===== config.mk =====
export PLATFORM = sky130hd
export DESIGN_NAME = vga_sync_receiver
export DESIGN_NICKNAME = d
export VERILOG_FILES = /design/src/rtl/vga_sync_receiver.sv
export SDC_FILE = /design/constraint.sdc
export NUM_CORES = 1
export LEC_CHECK = 0
export BUFFER_PORTS_ARGS = -buffer_cell sky130_fd_sc_hd__buf_2
export CAP_MARGIN = 5
export CORE_ASPECT_RATIO = 0.75
export CORE_MARGIN = 2
export CORE_UTILIZATION = 37
export DETAILED_ROUTE_END_ITERATION = 10
export PLACE_DENSITY_LB_ADDON = 0.08
export SLEW_MARGIN = 20
export SYNTH_ARGS = -nofsm -noshare
export SYNTH_HDL_FRONTEND = slang
export SYNTH_SLANG_ARGS = --single-unit

===== constraint.sdc =====
create_clock -name pixel_clk -period 2.9 [get_ports pixel_clk]
set_input_delay 0.58 -clock pixel_clk [delete_from_list [all_inputs] [get_ports pixel_clk]]
set_output_delay 0.58 -clock pixel_clk [all_outputs]
set_load 0.03 [all_outputs]

===== src/rtl/vga_sync_receiver.sv =====
// rtl/vga_sync_receiver.sv - VGA sync receiver: recovers x/y position, active video and lock from hsync/vsync
module vga_sync_receiver #(
  parameter int H_ACTIVE   = 640,
  parameter int H_FP       = 16,
  parameter int H_TOTAL    = 800,
  parameter int V_ACTIVE   = 480,
  parameter int V_FP       = 10,
  parameter int V_TOTAL    = 525,
  parameter int SYNC_POL   = 0,
  parameter int MISS_LIMIT = 4
) (
  input  logic       pixel_clk,
  input  logic       reset_n,
  input  logic       hsync,
  input  logic       vsync,
  output logic [9:0] x,
  output logic [9:0] y,
  output logic       active,
  output logic       frame_start,
  output logic       locked,
  output logic       err,
  output logic [7:0] err_count
);

  // Counters are 10 bits wide, so the frame totals must fit in that range.
  if ((H_TOTAL > 1024) || (V_TOTAL > 1024)) begin : g_bad_size
    $error("vga_sync_receiver: H_TOTAL and V_TOTAL must be <= 1024");
  end

  localparam int        MW       = $clog2(MISS_LIMIT + 1);
  localparam logic      POL      = 1'(SYNC_POL);
  localparam logic [9:0] H_SS_C   = 10'(H_ACTIVE + H_FP);
  localparam logic [9:0] V_SS_C   = 10'(V_ACTIVE + V_FP);
  localparam logic [9:0] H_LAST   = 10'(H_TOTAL - 1);
  localparam logic [9:0] V_LAST   = 10'(V_TOTAL - 1);
  localparam logic [9:0] H_ACT_C  = 10'(H_ACTIVE);
  localparam logic [9:0] V_ACT_C  = 10'(V_ACTIVE);
  localparam logic [MW-1:0] MISS_TOP = MW'(MISS_LIMIT - 1);

  typedef enum logic [1:0] {
    ST_SEARCH,
    ST_H_LOCK,
    ST_LOCKED
  } state_t;

  state_t        state;
  state_t        state_nxt;
  logic [MW-1:0] miss_cnt;
  logic [MW-1:0] miss_nxt;
  logic          hs_prev;
  logic          vs_prev;
  logic          hs_edge;
  logic          vs_edge;
  logic [9:0]    h_next;
  logic [9:0]    v_next;
  logic [9:0]    x_nxt;
  logic [9:0]    y_nxt;
  logic          h_wrap;
  logic          checking;
  logic          h_bad;
  logic          v_bad;
  logic          any_bad;
  logic          lock_nxt;

  // Sync edges: asserted now, deasserted on the previous sample.
  assign hs_edge = (hsync == POL) && (hs_prev != POL);
  assign vs_edge = (vsync == POL) && (vs_prev != POL);

  assign h_next = (x == H_LAST) ? 10'd0 : x + 10'd1;
  assign v_next = (y == V_LAST) ? 10'd0 : y + 10'd1;

  // Next position, timing checks and lock state transitions.
  always_comb begin
    x_nxt     = hs_edge ? H_SS_C : h_next;
    h_wrap    = !hs_edge && (x == H_LAST);
    y_nxt     = y;
    if (h_wrap) begin
      y_nxt = v_next;
    end
    if (vs_edge) begin
      y_nxt = V_SS_C;
    end

    checking  = (state != ST_SEARCH);
    h_bad     = checking && (hs_edge ? (h_next != H_SS_C) : (h_next == H_SS_C));
    v_bad     = (state == ST_LOCKED) && vs_edge && (v_next != V_SS_C);
    any_bad   = h_bad || v_bad;

    state_nxt = state;
    miss_nxt  = miss_cnt;
    case (state)
      ST_SEARCH: if (hs_edge) state_nxt = ST_H_LOCK;
      ST_H_LOCK: if (vs_edge) state_nxt = ST_LOCKED;
      ST_LOCKED: if (v_bad)   state_nxt = ST_H_LOCK;
      default:                state_nxt = ST_SEARCH;
    endcase

    // Losing horizontal lock overrides any vertical transition this cycle.
    if (checking) begin
      if (h_bad) begin
        if (miss_cnt >= MISS_TOP) begin
          miss_nxt  = '0;
          state_nxt = ST_SEARCH;
        end else begin
          miss_nxt = MW'(miss_cnt + 1'b1);
        end
      end else if (hs_edge) begin
        miss_nxt = '0;
      end
    end

    lock_nxt = (state_nxt == ST_LOCKED);
  end

  // Register counters, FSM state and all outputs from their next-state values.
  always_ff @(posedge pixel_clk or negedge reset_n) begin
    if (!reset_n) begin
      state       <= ST_SEARCH;
      miss_cnt    <= '0;
      hs_prev     <= ~POL;
      vs_prev     <= ~POL;
      x           <= '0;
      y           <= '0;
      active      <= 1'b0;
      frame_start <= 1'b0;
      locked      <= 1'b0;
      err         <= 1'b0;
      err_count   <= '0;
    end else begin
      state       <= state_nxt;
      miss_cnt    <= miss_nxt;
      hs_prev     <= hsync;
      vs_prev     <= vsync;
      x           <= x_nxt;
      y           <= y_nxt;
      locked      <= lock_nxt;
      active      <= lock_nxt && (x_nxt < H_ACT_C) && (y_nxt < V_ACT_C);
      frame_start <= lock_nxt && (x_nxt == 10'd0) && (y_nxt == 10'd0);
      err         <= any_bad;
      if (any_bad && (err_count != 8'hFF)) begin
        err_count <= err_count + 8'd1;
      end
    end
  end

endmodule


* Word level (Yosys, flattened, before mapping)
Index checks and enable logic that the tools add are counted.
** Operators by class
- Equality and inequality tests :: 9
- Bitwise logic cells :: 2
- Reductions and logical operators :: 19
- Add/subtract/negate cells :: 4
- Mux-type cells :: 16
- Order comparisons :: 3
** Operators with widths (count)
- $mux W10 :: 5
- $eq A10 B10 Y1 const B :: 3
- $add A10 B1 Y10 const B :: 2
- $logic_not A10 Y1 :: 2
- $mux W2 :: 6
- $logic_and A1 B1 Y1 :: 11
- $lt A10 B10 Y1 const B :: 1
- $lt A10 B9 Y1 const B :: 1
- $ne A10 B10 Y1 const B :: 1
- $ne A10 B9 Y1 const B :: 1
- $mux W3 :: 3
- $add A8 B1 Y8 const B :: 1
- $ne A8 B8 Y1 const B :: 1
- $pmux W2 S3 :: 1
- $eq A2 B2 Y1 const B :: 2
- $reduce_bool A2 Y1 :: 2
- $add A3 B1 Y3 const B :: 1
- $ge A3 B2 Y1 const B :: 1
- $eq A2 B1 Y1 const B :: 1
- $logic_not A2 Y1 :: 1
- $not A1 Y1 :: 2
- $reduce_and A2 Y1 :: 1
- $logic_not A1 Y1 :: 1
- $logic_or A1 B1 Y1 :: 1
- $mux W1 :: 1
** Word-level totals
- Bits in registers :: 39

* Depth between registers and ports, before layout
Gate-level depths: netlist (run 1).
- Word-level depth :: 12
- Depth in mapped cells :: 10

* Worst setup path after synthesis (run 1)
Ideal clock, no wire load.
- Path type :: reg2reg
- Start point :: register x[1]
- End point :: register err_count[6]
- Cell stages (with the launch flop) :: 10
- Arrival time :: 2661 ps
- Library setup time :: 128 ps
- Required time :: 2772 ps
- Path buffers :: 1
- Period minus slack after synthesis :: 2789 ps
- Path slack :: 111 ps
- Cell sequence :: dfrtp_1 ha_1 nand4_1 or3_1 a221oi_2 nor4_2 xnor2_1 buf_2 a31oi_1 mux2_1
** Between the ends
- Longest elaborated chain between the ends :: 7
- Elaborated cells on any way between the ends :: 9
- Those cells by class :: 1 x add/sub; 3 x eq/ne; 2 x mux; 3 x reduce/logical
** RTL lines
- start: declaration :: line 16 : output logic [9:0] x,
- start signal: assignment :: line 134 : x <= x_nxt;
- $add A10 B1 Y10 or $eq A10 B10 Y1 (tied branches) :: line 69 : assign h_next = (x == H_LAST) ? 10'd0 : x + 10'd1;
- $mux W10 (*) :: line 69
- $eq A10 B10 Y1 or $ne A10 B10 Y1 (tied branches) :: line 85 : h_bad = checking && (hs_edge ? (h_next != H_SS_C) : (h_next == H_SS_C));
- $mux W1 (*) :: line 85
- $logic_and A1 B1 Y1 (*) :: line 85
- $logic_or A1 B1 Y1 (*) :: line 87 : any_bad = h_bad || v_bad;
- $logic_and A1 B1 Y1 (*) :: line 140 : if (any_bad && (err_count != 8'hFF)) begin
- end signal: assignment :: line 141 : err_count <= err_count + 8'd1;
- end: declaration :: line 22 : output logic [7:0] err_count
Mark *: on every way between the ends. The rest lies on a longest branch, timed or not.
A chain may end at the register's enable or synchronous reset.

* Worst setup path in the final report (run 1)
- Start point :: register y[0]
- End point :: register frame_start
** Between the ends
- Longest elaborated chain between the ends :: 12
- Elaborated cells on any way between the ends :: 16
- Those cells by class :: 1 x add/sub; 3 x eq/ne; 8 x mux; 4 x reduce/logical
** RTL lines
- start: declaration :: line 17 : output logic [9:0] y,
- start signal: assignment :: line 135 : y <= y_nxt;
- $add A10 B1 Y10 or $eq A10 B10 Y1 (tied branches) :: line 70 : assign v_next = (y == V_LAST) ? 10'd0 : y + 10'd1;
- $mux W10 (*) :: line 70
- $ne A10 B9 Y1 (*) :: line 86 : v_bad = (state == ST_LOCKED) && vs_edge && (v_next != V_SS_C);
- $logic_and A1 B1 Y1 (*) :: line 86
- $mux W2 (*) :: line 94 : ST_LOCKED: if (v_bad) state_nxt = ST_H_LOCK;
- $pmux W2 S3 (*) :: line 91 : case (state)
- $mux W2 :: line 101 : if (miss_cnt >= MISS_TOP) begin
- $mux W2 :: line 100 : if (h_bad) begin
- $mux W2 (*) :: line 99 : if (checking) begin
- via state_nxt[1] :: line 47 : state_t state_nxt;
- $eq A2 B2 Y1 (*) :: line 112 : lock_nxt = (state_nxt == ST_LOCKED);
- $logic_and A1 B1 Y1 (*) (2 in series) :: line 138 : frame_start <= lock_nxt && (x_nxt == 10'd0) && (y_nxt == 10'd0);
- end signal: assignment :: line 138
- end: declaration :: line 19 : output logic frame_start,
The timed path passes the listed nets; every way through them passes the cells marked *.

==> reports/qor.txt, run 1 <==
Status: finished, final reports clean
Largest net degree at the start of global routing: 40
GP Congestion: 0.875
Max cap viols: 0
Met2 WL: 2610 um
Initial antenna violation count: 0
Syn Area/Cell: 9.20 um^2
Dpl ws: 0.261 ns
Drt wl/cell: 15.6 um
Port Buffer Count: 35
Max Buffers Root-to-Sink: 2
Slew headroom: 0.419
DP HPWL: 4620 um
Yosys cell types: 62
Placed cells: 390
Register area share after synthesis: 0.395
RSZ-0062 raised after global routing: no
Peak supply drop: 0.379 mV
DRC: 0
DRT Pass-1 Iters: 5
Rows: 25
Post-Syn Nets: 279
Post-Route M1 WL: 3120 um
Top sig layer: met4
Final non-filler cell total: 398
DP Area: 2780 um^2
Worst path max stage delay: 0.51 ns
Final Max Slew Viols: 0
Tcrit/Tclk final: 0.912
Slew @ Worst Pin: 0.872 ns
Maximum clock rate: 378 MHz
Post-Route Setup TNS: 0 ns
Grt total ovfl: 0
Clock power share: 0.216
Most frequent cells in the layout: 37 x dfrtp_1, 35 x buf_2, 24 x nor2_1
Internal: 1.02 mW
Drt initial violations: 167
Drt via density: 5.64
First-pass GRT wire length: 10100 um
H-tree Lvls: 2
Synth async-reset ratio: 1.00
Final wirelength: 6220 um
Clock root buffer: clkbuf_8
Antenna-violating nets left: 0
Synth warn: 0
Synth Flop Type: dfrtp_1
Post-route setup slack: 0.256 ns
Tmin final: 2.64 ns
Crit path max fanout: 5
Top delay family on crit path: simple AND/OR/NAND/NOR gates
Die X-Extent: 98.4 um
Layout overhead on the synthesized area: 16.2%
Hold Fails Final Rpt: 0
Final setup violation count: 0
Initial Utilization: 0.388
Commonest non-fill, non-tap cell in the layout: dfrtp_1
Share of layout cells above drive strength 1: 0.243
TritonCTS buffer count: 5
Power density over the cells: 591 nW/um^2
TritonCTS clock tree: yes
Crit-path cells: ha_1, or3b_1, a21oi_2, o211ai_2, nor4b_2, nand3_1, a32oi_1, nor4bb_1
Clock Skew: 0.00730 ns
Final core utilization: 0.451
IO Pins: 36
Vias in the first global route: 1972
Final net count: 326
Number of diodes: 0
Bufs and invs on worst path: 0
Crit path kind: flip-flop to flip-flop
Post-Syn Area: 2470 um^2
Worst-path clk slew: 0.08 ns
Critical Path RT: 3.10 ns
Clock latency on the worst-skew pair: 0.29 ns
Final instance area: 2880 um^2
Filler cells: 653
Total number of vias: 2245
Total track usage: 0.174
Sw power: 0.683 mW
Static leakage: 1.25 nW
Switching Fraction: 0.402
Clk sinks: 39
Sequential Power Share: 0.442
Number of synthesized register bits: 39
Slowest stage cell on the critical path: nor4b_2
Worst Hold Class: input port to flip-flop
Critical Path AT: 2.85 ns
Core area: 6380 um^2
Critical path endpoint category: flip-flop
Startpoint types: flip-flop
Die Span Y: 74.8 um
DIE AREA: 7370 um^2
Met3 routed WL: 436 um
Synth Instances: 269
Comb power frac: 0.341
Number of synthesized flops with an enable pin: 0
## area by class of cell
class                   instances  area (um^2)  share of cell area
well taps                      81          101              0.0352
flip-flops and latches         39          978               0.340
multi-input cells             204         1360               0.471
clock buffers                   6         72.6              0.0252
repair buffers                 52          303               0.105
clock inverters                 2         12.5             0.00435
inverters                      14         52.6              0.0183
## final timing paths
check | slack (ns) | endpoint | cells past startpoint | start
setup / recovery | 0.26 | frame_start | 8 | y[0]
hold / removal | 0.40 | hs_prev | 1 | hsync
setup reg to reg | 0.26 | frame_start | 8 | y[0]
hold reg to reg | 0.49 | err_count[4] | 1 | err_count[4]
max in group asynchronous | 1.95 | y[8] | 1 | reset_n
min in group asynchronous | 0.41 | miss_cnt[1] | 1 | reset_n
## power by group through the flow
stage / Combinational [mW] / Clock, mW / Sequential, mW
final: 0.580 / 0.367 / 0.752
after floorplan: 0.290 / 0 / 0.873
after detailed placement: 0.577 / 0 / 0.762
after global routing: 0.648 / 0.403 / 0.774
after CTS: 0.581 / 0.380 / 0.753
after global placement: 0.578 / 0 / 0.761
## per-stage QoR
step                power (mW)  hold WS (ns)
finish                    1.70         0.401
global placement          1.34         0.479
CTS                       1.71         0.393
floorplan                 1.16         0.284
detailed placement        1.34         0.488
global route              1.82         0.389
## synth_stat cells, types with 4 or more instances
cell type / count / area, um^2
nand2b_1: 4 / 25.0
o21ai_0: 13 / 65.1
a31oi_1: 7 / 43.8
nand3_1: 12 / 60.1
inv_1: 14 / 52.6
clkbuf_1: 6 / 22.5
or3_1: 4 / 25.0
a211oi_1: 4 / 30.0
nor2b_1: 4 / 25.0
nor4_1: 4 / 25.0
a21oi_1: 13 / 65.1
nand2_1: 22 / 82.6
o211ai_1: 6 / 45.0
and3_1: 6 / 37.5
nor3_1: 10 / 50.1
nand4_1: 8 / 50.1
xnor2_1: 12 / 105
nor2_1: 24 / 90.1
dfrtp_1: 37 / 926
ha_1: 6 / 75.1
## repair_timing
action / CTS / global route
hold buffers: 0 / 0
gates resized for setup: 0 / 1
hold endpoints to repair: 0 / 0
buffers inserted: 0 / 0
setup endpoints to repair: 0 / 2
## flip-flops by register name, indices dropped and copies added (netlist names)
name / count
err: 1
x: 10
state: 2
active: 1
vs_prev: 1
locked: 1
miss_cnt: 3
y: 10
err_count: 8
frame_start: 1
hs_prev: 1
## worst reg2reg max path, delay by kind of cell (launching register included)
kind	cells	cell delay (ns)
and+or+nand+nor	4	1.36
adders and majority gates	1	0.23
DFF	1	0.44
AOI/OAI and AO/OA	3	0.51
## metal layers
metal  GRT usage  up-vias
li1            -     1101
met1       0.265     1043
met2       0.257       91
met3      0.0334       10
met4      0.0365        0
met5           0        -
## cell families after synthesis
family | synth area share
xor gates and xnor gates | 0.0495
DFF | 0.395
buffers and inverters | 0.0607
muxes | 0.0147
adders and majority gates | 0.0303
and+or+nand+nor | 0.268
AOI/OAI and AO/OA | 0.181
(Power assumes the default switching activity.)
==> run 2: changes to the inputs <==
- CORE_UTILIZATION: 37 -> 25
- SKIP_CTS_REPAIR_TIMING: default -> 1
==> reports/qor.txt, run 2 (same netlist as run 1, synthesis figures left out) <==
Total number of vias: 2218
Crit path max fanout: 8
Post-Route Setup TNS: 0 ns
Peak supply drop: 0.285 mV
TritonCTS clock tree: yes
Status: finished, final reports clean
Tcrit/Tclk final: 0.947
Max Buffers Root-to-Sink: 2
Final net count: 332
Max cap viols: 0
Worst path max stage delay: 0.56 ns
Vias in the first global route: 2089
Clk sinks: 39
Crit-path cells: or4_4, or4_4, o211ai_2, nor4b_2, buf_4, a211oi_4, o21ai_2, mux2_4
Grt total ovfl: 0
Final wirelength: 6820 um
GP Congestion: 0.816
H-tree Lvls: 2
Most frequent cells in the layout: 37 x dfrtp_1, 35 x buf_2, 24 x nor2_1
Final Max Slew Viols: 0
Critical path endpoint category: flip-flop
RSZ-0062 raised after global routing: no
Initial antenna violation count: 0
Power density over the cells: 638 nW/um^2
Slew headroom: 0.384
Commonest non-fill, non-tap cell in the layout: dfrtp_1
First-pass GRT wire length: 11200 um
Die X-Extent: 119 um
Layout overhead on the synthesized area: 23.3%
Slew @ Worst Pin: 0.924 ns
Final setup violation count: 0
Largest net degree at the start of global routing: 40
Tmin final: 2.75 ns
Port Buffer Count: 35
Antenna-violating nets left: 0
Worst setup path startpoint: y[8]
Startpoint types: flip-flop
Hold path start: vsync
Maximum clock rate: 364 MHz
Critical Path Most Common Cell: or4_4
Drt wl/cell: 15.0 um
Static leakage: 1.31 nW
Clock Skew: 0.00657 ns
Die Span Y: 90.2 um
Clock latency on the worst-skew pair: 0.29 ns
Number of diodes: 0
IO Pins: 36
DRC: 0
Clock root buffer: clkbuf_16
Share of layout cells above drive strength 1: 0.260
Bufs and invs on worst path: 1
Largest regs: x (10), y (10), err_count (8)
Drt initial violations: 124
Worst R2R Start: y[8]
Slowest stage cell on the critical path: or4_4
Crit path kind: flip-flop to flip-flop
Hold_ws: 0.404 ns
DIE AREA: 10700 um^2
Total track usage: 0.133
Core area: 9660 um^2
Critical Path RT: 3.07 ns
TritonCTS buffer count: 5
Initial Utilization: 0.256
DP HPWL: 5120 um
Worst Hold Class: input port to flip-flop
Top delay family on crit path: simple AND/OR/NAND/NOR gates
Critical Path AT: 2.92 ns
Drt via density: 4.87
Rows: 31
Hold Fails Final Rpt: 0
Worst-path clk slew: 0.06 ns
DRT Pass-1 Iters: 4
Filler cells: 1013
## run 2: changes by cell type in the layout (fill, tap and decap cells not counted), sizes merged
cell,delta
clkbuf,+1
clkinv,-1
buf,+6
## run 2: routing by layer
layer	wire length, um	vias up	part of all wire	GRT usage
li1	-	1101	-	-
met1	3720	1066	0.54	0.201
met2	2770	44	0.41	0.184
met3	273	7	0.040	0.0343
met4	64	0	0.0094	0.0367
met5	0	-	0	0
## run 2: through the flow
stage	instance area (um^2)	instances	setup slack, ns	total power, mW	utilization
2_1_floorplan	2470	269	0.111	1.16	-
3_3_place_gp	2890	447	0.185	1.36	0.299
3_5_place_dp	2890	447	0.165	1.36	0.299
4_1_cts	3050	455	0.144	1.98	0.316
5_1_grt	3050	455	0.0172	2.08	0.316
6_report	3050	455	0.152	1.95	0.316
## run 2: final timing paths
| check | end | slack [ns] | cells past startpoint |
|---|---|---|---|
| hold reg to reg | err_count[4] | 0.49 | 1 |
| hold / removal | vs_prev | 0.40 | 1 |
| max in group asynchronous | miss_cnt[0] | 1.89 | 1 |
| setup reg to reg | err_count[1] | 0.15 | 8 |
| min in group asynchronous | y[6] | 0.44 | 1 |
| setup / recovery | err_count[1] | 0.15 | 8 |
## run 2: final cells by class
type                    instances  area [um^2]  area share
multi-input cells             204         1350       0.441
flip-flops and latches         39          978       0.321
repair buffers                 58          348       0.114
well taps                     132          165      0.0541
clock buffers                   7          153      0.0500
inverters                      14         52.6      0.0172
clock inverters                 1         7.51     0.00246
## run 2: where the power goes
part           total (mW)  leakage [nW]  internal [mW]  switching, mW
Clock               0.603        0.0761          0.366          0.237
Combinational       0.585         0.770          0.213          0.372
Sequential          0.760         0.468          0.641          0.119
